`config.mk`:
```
export PLATFORM = sky130hd
export DESIGN_NAME = uart_rx_ce
export DESIGN_NICKNAME = d
export VERILOG_FILES = /design/src/rtl/uart_rx_ce.sv
export SDC_FILE = /design/constraint.sdc
export NUM_CORES = 1
export LEC_CHECK = 0
export ABC_CLOCK_PERIOD_IN_PS = 2220
export CAP_MARGIN = 20
export CELL_PAD_IN_SITES_DETAIL_PLACEMENT = 1
export CELL_PAD_IN_SITES_GLOBAL_PLACEMENT = 2
export CORE_MARGIN = 1.5
export CORE_UTILIZATION = 44
export CTS_BUF_LIST = sky130_fd_sc_hd__clkbuf_4
export DETAILED_ROUTE_END_ITERATION = 8
export DONT_BUFFER_PORTS = 1
export PLACE_DENSITY_LB_ADDON = 0.05
export SYNTH_ARGS = -nofsm -noshare
export SYNTH_HDL_FRONTEND = slang
export SYNTH_SLANG_ARGS = --single-unit
```
`constraint.sdc`:
```
create_clock -name CLK -period 2.22 [get_ports CLK]
set_clock_uncertainty 0.15 [all_clocks]
set_input_delay 0.333 -clock CLK [delete_from_list [all_inputs] [get_ports CLK]]
set_output_delay 0.333 -clock CLK [all_outputs]
set_load 0.005 [all_outputs]
```
`src/rtl/uart_rx_ce.sv`:
```
// 8N1 / 8E1 UART receiver driven by a 16x oversample clock enable.
// Define UART_RX_PARITY_EN to add an even-parity bit between data and stop.
`timescale 1ns/1ps
module uart_rx_ce #(
  parameter int unsigned DATA_BITS = 8
) (
  input  logic                 CLK,
  input  logic                 RST,
  input  logic                 CE_16X,
  input  logic                 RXD,
  output logic [DATA_BITS-1:0] DATA,
  output logic                 VALID,
  output logic                 FRAME_ERR,
  output logic                 PARITY_ERR
);

  localparam int unsigned SCNT_W = 4;
  localparam int unsigned BIDX_W = 4;
  localparam logic [SCNT_W-1:0] SCNT_MID  = SCNT_W'(7);
  localparam logic [SCNT_W-1:0] SCNT_LAST = SCNT_W'(15);
  localparam logic [BIDX_W-1:0] LAST_BIT  = BIDX_W'(DATA_BITS - 1);

`ifdef UART_RX_PARITY_EN
  typedef enum logic [2:0] {
    ST_IDLE,
    ST_START,
    ST_DATA,
    ST_PARITY,
    ST_STOP
  } state_t;
`else
  typedef enum logic [2:0] {
    ST_IDLE,
    ST_START,
    ST_DATA,
    ST_STOP
  } state_t;
`endif

  logic rxd_m, rxd_s;

  state_t                 state_q, state_d;
  logic [SCNT_W-1:0]      scnt_q, scnt_d;
  logic [BIDX_W-1:0]      bidx_q, bidx_d;
  logic [DATA_BITS-1:0]   sr_q, sr_d;
  logic [DATA_BITS-1:0]   data_d;
  logic                   valid_d;
  logic                   ferr_d;
`ifdef UART_RX_PARITY_EN
  logic                   pbit_q, pbit_d;
  logic                   perr_d;
`endif

  // Two-flop synchroniser, idles high so reset never looks like a start bit
  always_ff @(posedge CLK or posedge RST) begin
    if (RST) begin
      rxd_m <= 1'b1;
      rxd_s <= 1'b1;
    end else begin
      rxd_m <= RXD;
      rxd_s <= rxd_m;
    end
  end

  // Next-state and output logic; everything except VALID holds without CE
  always_comb begin
    state_d = state_q;
    scnt_d  = scnt_q;
    bidx_d  = bidx_q;
    sr_d    = sr_q;
    data_d  = DATA;
    valid_d = 1'b0;
    ferr_d  = FRAME_ERR;
`ifdef UART_RX_PARITY_EN
    pbit_d  = pbit_q;
    perr_d  = PARITY_ERR;
`endif
    if (CE_16X) begin
      scnt_d = scnt_q + SCNT_W'(1);
      case (state_q)
        ST_IDLE: begin
          scnt_d = '0;
          if (!rxd_s) state_d = ST_START;
        end
        ST_START: begin
          if (scnt_q == SCNT_MID) begin
            scnt_d = '0;
            if (!rxd_s) begin
              state_d = ST_DATA;
              bidx_d  = '0;
            end else begin
              state_d = ST_IDLE;
            end
          end
        end
        ST_DATA: begin
          if (scnt_q == SCNT_LAST) begin
            scnt_d = '0;
            sr_d   = {rxd_s, sr_q[DATA_BITS-1:1]};
            bidx_d = bidx_q + BIDX_W'(1);
            if (bidx_q == LAST_BIT) begin
`ifdef UART_RX_PARITY_EN
              state_d = ST_PARITY;
`else
              state_d = ST_STOP;
`endif
            end
          end
        end
`ifdef UART_RX_PARITY_EN
        ST_PARITY: begin
          if (scnt_q == SCNT_LAST) begin
            scnt_d  = '0;
            pbit_d  = rxd_s;
            state_d = ST_STOP;
          end
        end
`endif
        ST_STOP: begin
          // Leave at mid stop bit so a back-to-back start edge is not missed
          if (scnt_q == SCNT_LAST) begin
            scnt_d  = '0;
            data_d  = sr_q;
            ferr_d  = ~rxd_s;
`ifdef UART_RX_PARITY_EN
            perr_d  = (^sr_q) ^ pbit_q;
`endif
            valid_d = 1'b1;
            state_d = ST_IDLE;
          end
        end
        default: begin
          scnt_d  = '0;
          state_d = ST_IDLE;
        end
      endcase
    end
  end

  // State and output registers
  always_ff @(posedge CLK or posedge RST) begin
    if (RST) begin
      state_q   <= ST_IDLE;
      scnt_q    <= '0;
      bidx_q    <= '0;
      sr_q      <= '0;
      DATA      <= '0;
      VALID     <= 1'b0;
      FRAME_ERR <= 1'b0;
    end else begin
      state_q   <= state_d;
      scnt_q    <= scnt_d;
      bidx_q    <= bidx_d;
      sr_q      <= sr_d;
      DATA      <= data_d;
      VALID     <= valid_d;
      FRAME_ERR <= ferr_d;
    end
  end

`ifdef UART_RX_PARITY_EN
  always_ff @(posedge CLK or posedge RST) begin
    if (RST) begin
      pbit_q     <= 1'b0;
      PARITY_ERR <= 1'b0;
    end else begin
      pbit_q     <= pbit_d;
      PARITY_ERR <= perr_d;
    end
  end
`else
  assign PARITY_ERR = 1'b0;
`endif

endmodule

```
**After elaboration in Yosys (flattened, before gate mapping)**

Cells that the tools add are included.

- Add/subtract/negate cells: 2
- Multipliers: 0
- Divide/modulo/power cells: 0
- Order comparisons: 0
- Equality and inequality tests: 12
- Shift-type cells: 0
- Multiplexer cells: 17
- Bitwise gates (word level): 1
- Reduce and logical (&&, ||, !) cells: 7

Operator list:

| cell | count |
|---|---|
| $mux 4 | 5 |
| $pmux 4 s2 | 2 |
| $mux 3 | 5 |
| $ne 2x2->1 const B | 6 |
| $pmux 3 s4 | 1 |
| $add 4x1->4 const B | 2 |
| $eq 4x3->1 const B | 2 |
| $eq 3x2->1 const B | 2 |
| $reduce_and 3->1 | 2 |
| $reduce_and 6->1 | 1 |
| $reduce_and 5->1 | 1 |
| $eq 4x4->1 const B | 1 |
| $eq 3x1->1 const B | 1 |
| $logic_not 3->1 | 1 |
| $mux 1 | 3 |
| $mux 2 | 1 |
| $reduce_bool 2->1 | 1 |
| $reduce_or 2->1 | 1 |
| $not 1->1 | 1 |

- Register bits: 31
- Bits in latches: 0
- Bits in writable memories: 0
- ROM bits: 0
- Input bits: 4
- Output and inout bits: 11
- Logic and storage cells: 48
- Memories kept: 0

**Longest topological paths before layout**

- Depth after elaboration: 4
- Depth in mapped cells: 6
- Mapped depth without buffers: 4

**Worst setup path after synthesis**

OpenSTA, ideal clock, no wires.

- Path kind: register to register
- Start: register scnt_q[0]
- End: register DATA[0]
- Library setup time: 0.125 ns
- Arrival: 1.501 ns
- Data required time: 1.945 ns
- Path slack: 0.445 ns
- Cell stages (with the launch flop): 7
- Buffers on the path: 2
- Clock period less this slack: 1.775 ns
- Path through: dfrtp_1 ha_1 buf_2 and4_4 and3_4 buf_6 mux2_2

- Word-level cells in the longest chain between the ends: 2

Ends and longest elaborated chain:

| what | RTL line | RTL |
|---|---|---|
| start: declaration | 43 | `logic [SCNT_W-1:0] scnt_q, scnt_d;` |
| start signal: assignment | 152 | `scnt_q <= scnt_d;` |
| $eq 4x4->1 | 121 | `if (scnt_q == SCNT_LAST) begin` |
| $reduce_and 3->1 (no line) | -- |  |
| end signal: assignment | 155 | `DATA <= data_d;` |
| end: declaration | 11 | `output logic [DATA_BITS-1:0] DATA,` |

No other way between the ends.
A chain may end at the register's enable or synchronous reset.

**Final worst setup path**

- Start: register scnt_q[0]
- End: register sr_q[6]

- Word-level cells in the longest chain between the ends: 2

Ends and longest elaborated chain:

| what | RTL line | RTL |
|---|---|---|
| $eq 4x4->1 | 97 | `if (scnt_q == SCNT_LAST) begin` |
| $reduce_and 3->1 (no line) | -- |  |
| end signal: assignment | 154 | `sr_q <= sr_d;` |
| end: declaration | 45 | `logic [DATA_BITS-1:0] sr_q, sr_d;` |

No other way between the ends.

==> results_dict.tcl <==
set metrics [dict create \
    status "finished clean" \
    synth_seq_cells 30 \
    dieArea_um2 3470 \
    grt_pass1_vias 860 \
    drv_slew 0 \
    drc 0 \
    leakage_nw 0.693 \
    initial_utilization_pct 45.8 \
    cts_buffers 5 \
    start_kind "register" \
    yosys-top-cells-area "dfrtp_1, mux2_2, dfstp_2" \
    yosys.area_share.adder_pct 1.82 \
    synth.largest_area_cell "dfrtp_1" \
    synth-simple-area-share_pct 12.4 \
    clock_latency_ns 0.31 \
    setup_tns_ns 0 \
    cp-end-kind "register" \
    whs_ns 0.0319 \
    drive_gt1_share_pct 27.4 \
    seq_area_frac_synth_pct 54.8 \
    viasPerCell 5.61 \
    yosys_most_used_dff "dfrtp_1" \
    final_core_util_pct 49.0 \
    layout_common_cells "dfrtp_1, mux2_2, inv_1, clkbuf_4, a31oi_1" \
    cts-root-buf "clkbuf_4" \
    grtUsageMet2_pct 24.3 \
    num_vias 841 \
    syn_to_final_growth_pct 7.10 \
    antenna_found_initial 0 \
    synth_top_family_by_area "multiplexers" \
    die_height_um 58.9 \
    grt_pass1_wl_um 4030 \
    grt_max_degree 23 \
    synth_xor_area_share_pct 0 \
    layout_min_cycle_time_ns 2.01 \
    diodes 0 \
    globalRouteMet3Util_pct 6.15 \
    gr-total-overflow 0 \
    synth_cell_type_count 39 \
    num_io_pins 15 \
    clk_pin_slew_ns 0.09 \
    place_congestion 0.727 \
    dpl.hpwl_um 1670 \
    drt_pass1_iterations 2 \
    routedWlPerCell_um 15.7 \
    nFillCells 314 \
    clk_path_buf_depth 2 \
    yosysTopAreaCellShare_pct 51.0 \
    period_share_pct 90.6 \
    rsz0062_at_grt "false" \
    synth_edf_count 0 \
    rows 20 \
    finalInstanceArea_um2 1470 \
    hold_path.class "input pin to register" \
    post_dp_cell_area_um2 1390 \
    crit_arrival_ns 2.07 \
    netlist_instances 111 \
    synth-compound-area-share_pct 10.7 \
    track_usage_pct 15.6 \
    coreArea_um2 3000 \
    final_common_cell "dfrtp_1" \
    final_nets 122 \
    crit_required_ns 2.28 \
    io_buffers 0 \
    rrSetupSlack_ns 0.21 \
    power.density_nw_per_um2 884 \
    ant_nets 0 \
    fp.dieW_um 58.9 \
    finalHoldViolCount 0 \
    finalWirelength_um 2350 \
    peakVddDrop_mv 0.428 \
    pre_cts_ws_ns 0.226 \
    setup_violations 0 \
    drt_iter0_drc 26 \
    critPathMaxFanout 9 \
    synthArstFlopShare_pct 100 \
    syn_nets 117 \
    h-tree-depth 2 \
    ys_warn_count 0 \
    syn_avg_cell_area_um2 12.4 \
    grt_use_met1_pct 20.3 \
    cts_tree "built" \
    busiest_layer "met2" \
    path_class "register to register" \
    clock-sinks 30 \
    max_freq_ghz 0.497 \
    synth_mux_area_share_pct 14.6 \
    maxCapViolations 0 \
    syn_area_um2 1370 \
    fin_ws_ns 0.208 \
]
-- synthesized netlist by cell type (all sizes together) (3+ instances only) --
master	number
dfrtp	28
mux2	16
inv	6
buf	6
a31oi	4
nand2	3
and3	3
a21oi	4
-- per-stage QoR --
stage	total power, mW	std cells
after floorplan	0.922	111
after global placement	0.983	139
after detailed placement	0.994	139
after CTS	1.32	150
after global routing	1.40	150
final	1.30	150
-- flip-flops by register name, indices dropped and copies added (netlist names) --
signal	count
DATA	8
sr_q	8
bidx_q	4
scnt_q	4
state_q	2
FRAME_ERR	1
VALID	1
rxd_m	1
rxd_s	1
-- power by group --
group | switching [mW] | internal, mW | total (mW)
sequential | 0.0979 | 0.613 | 0.711
clock | 0.182 | 0.133 | 0.315
combinational | 0.142 | 0.134 | 0.275
total | 0.421 | 0.879 | 1.30
-- final cells by class --
class                           instances  area, µm²  share of cell area (%)
Inverter                                6       22.5                    1.53
Timing Repair Buffer                    6       52.6                    3.57
Multi-Input combinational cell         67        547                    37.2
Tap cell                               33       41.3                    2.81
Sequential cell                        30        753                    51.2
Clock inverter                          2       10.0                   0.680
Clock buffer                            6       45.0                    3.06
-- logic make-up after synthesis --
family,count (synthesis)
mux,18
fa+ha+maj,2
flops,30
compound gates,20
other cells,1
simple gates,26
buf+inv,14
-- layer usage --
metal  wire length [µm]  vias up  share of wire (%)
li1                   -      409                  -
met1               1140      419                 49
met2               1120       13                 47
met3                 93        0                4.0
met4                  0        0                  0
met5                  0        -                  0
-- worst max-delay path, stage by stage, from the launching register on --
cell	delay (ns)
dfrtp_1	0.38
ha_1	0.34
and4_4	0.31
and2_1	0.34
mux2_2	0.39
-- path summary, 6_finish.rpt --
path / depth (start not counted) / to / startpoint
min in group asynchronous: 2 / scnt_q[1] / RST
hold reg to reg: 0 / rxd_s / rxd_m
setup / recovery: 4 / sr_q[6] / scnt_q[0]
setup reg to reg: 4 / sr_q[6] / scnt_q[0]
max in group asynchronous: 3 / rxd_m / RST
hold / removal: 2 / scnt_q[0] / CE_16X
-- repair_timing --
action / CTS / global route
hold buffers: 3 / 0
gates resized for setup: 0 / 0
hold endpoints to repair: 11 / 0
buffers inserted: 0 / 0
(Power assumes the default switching activity.)
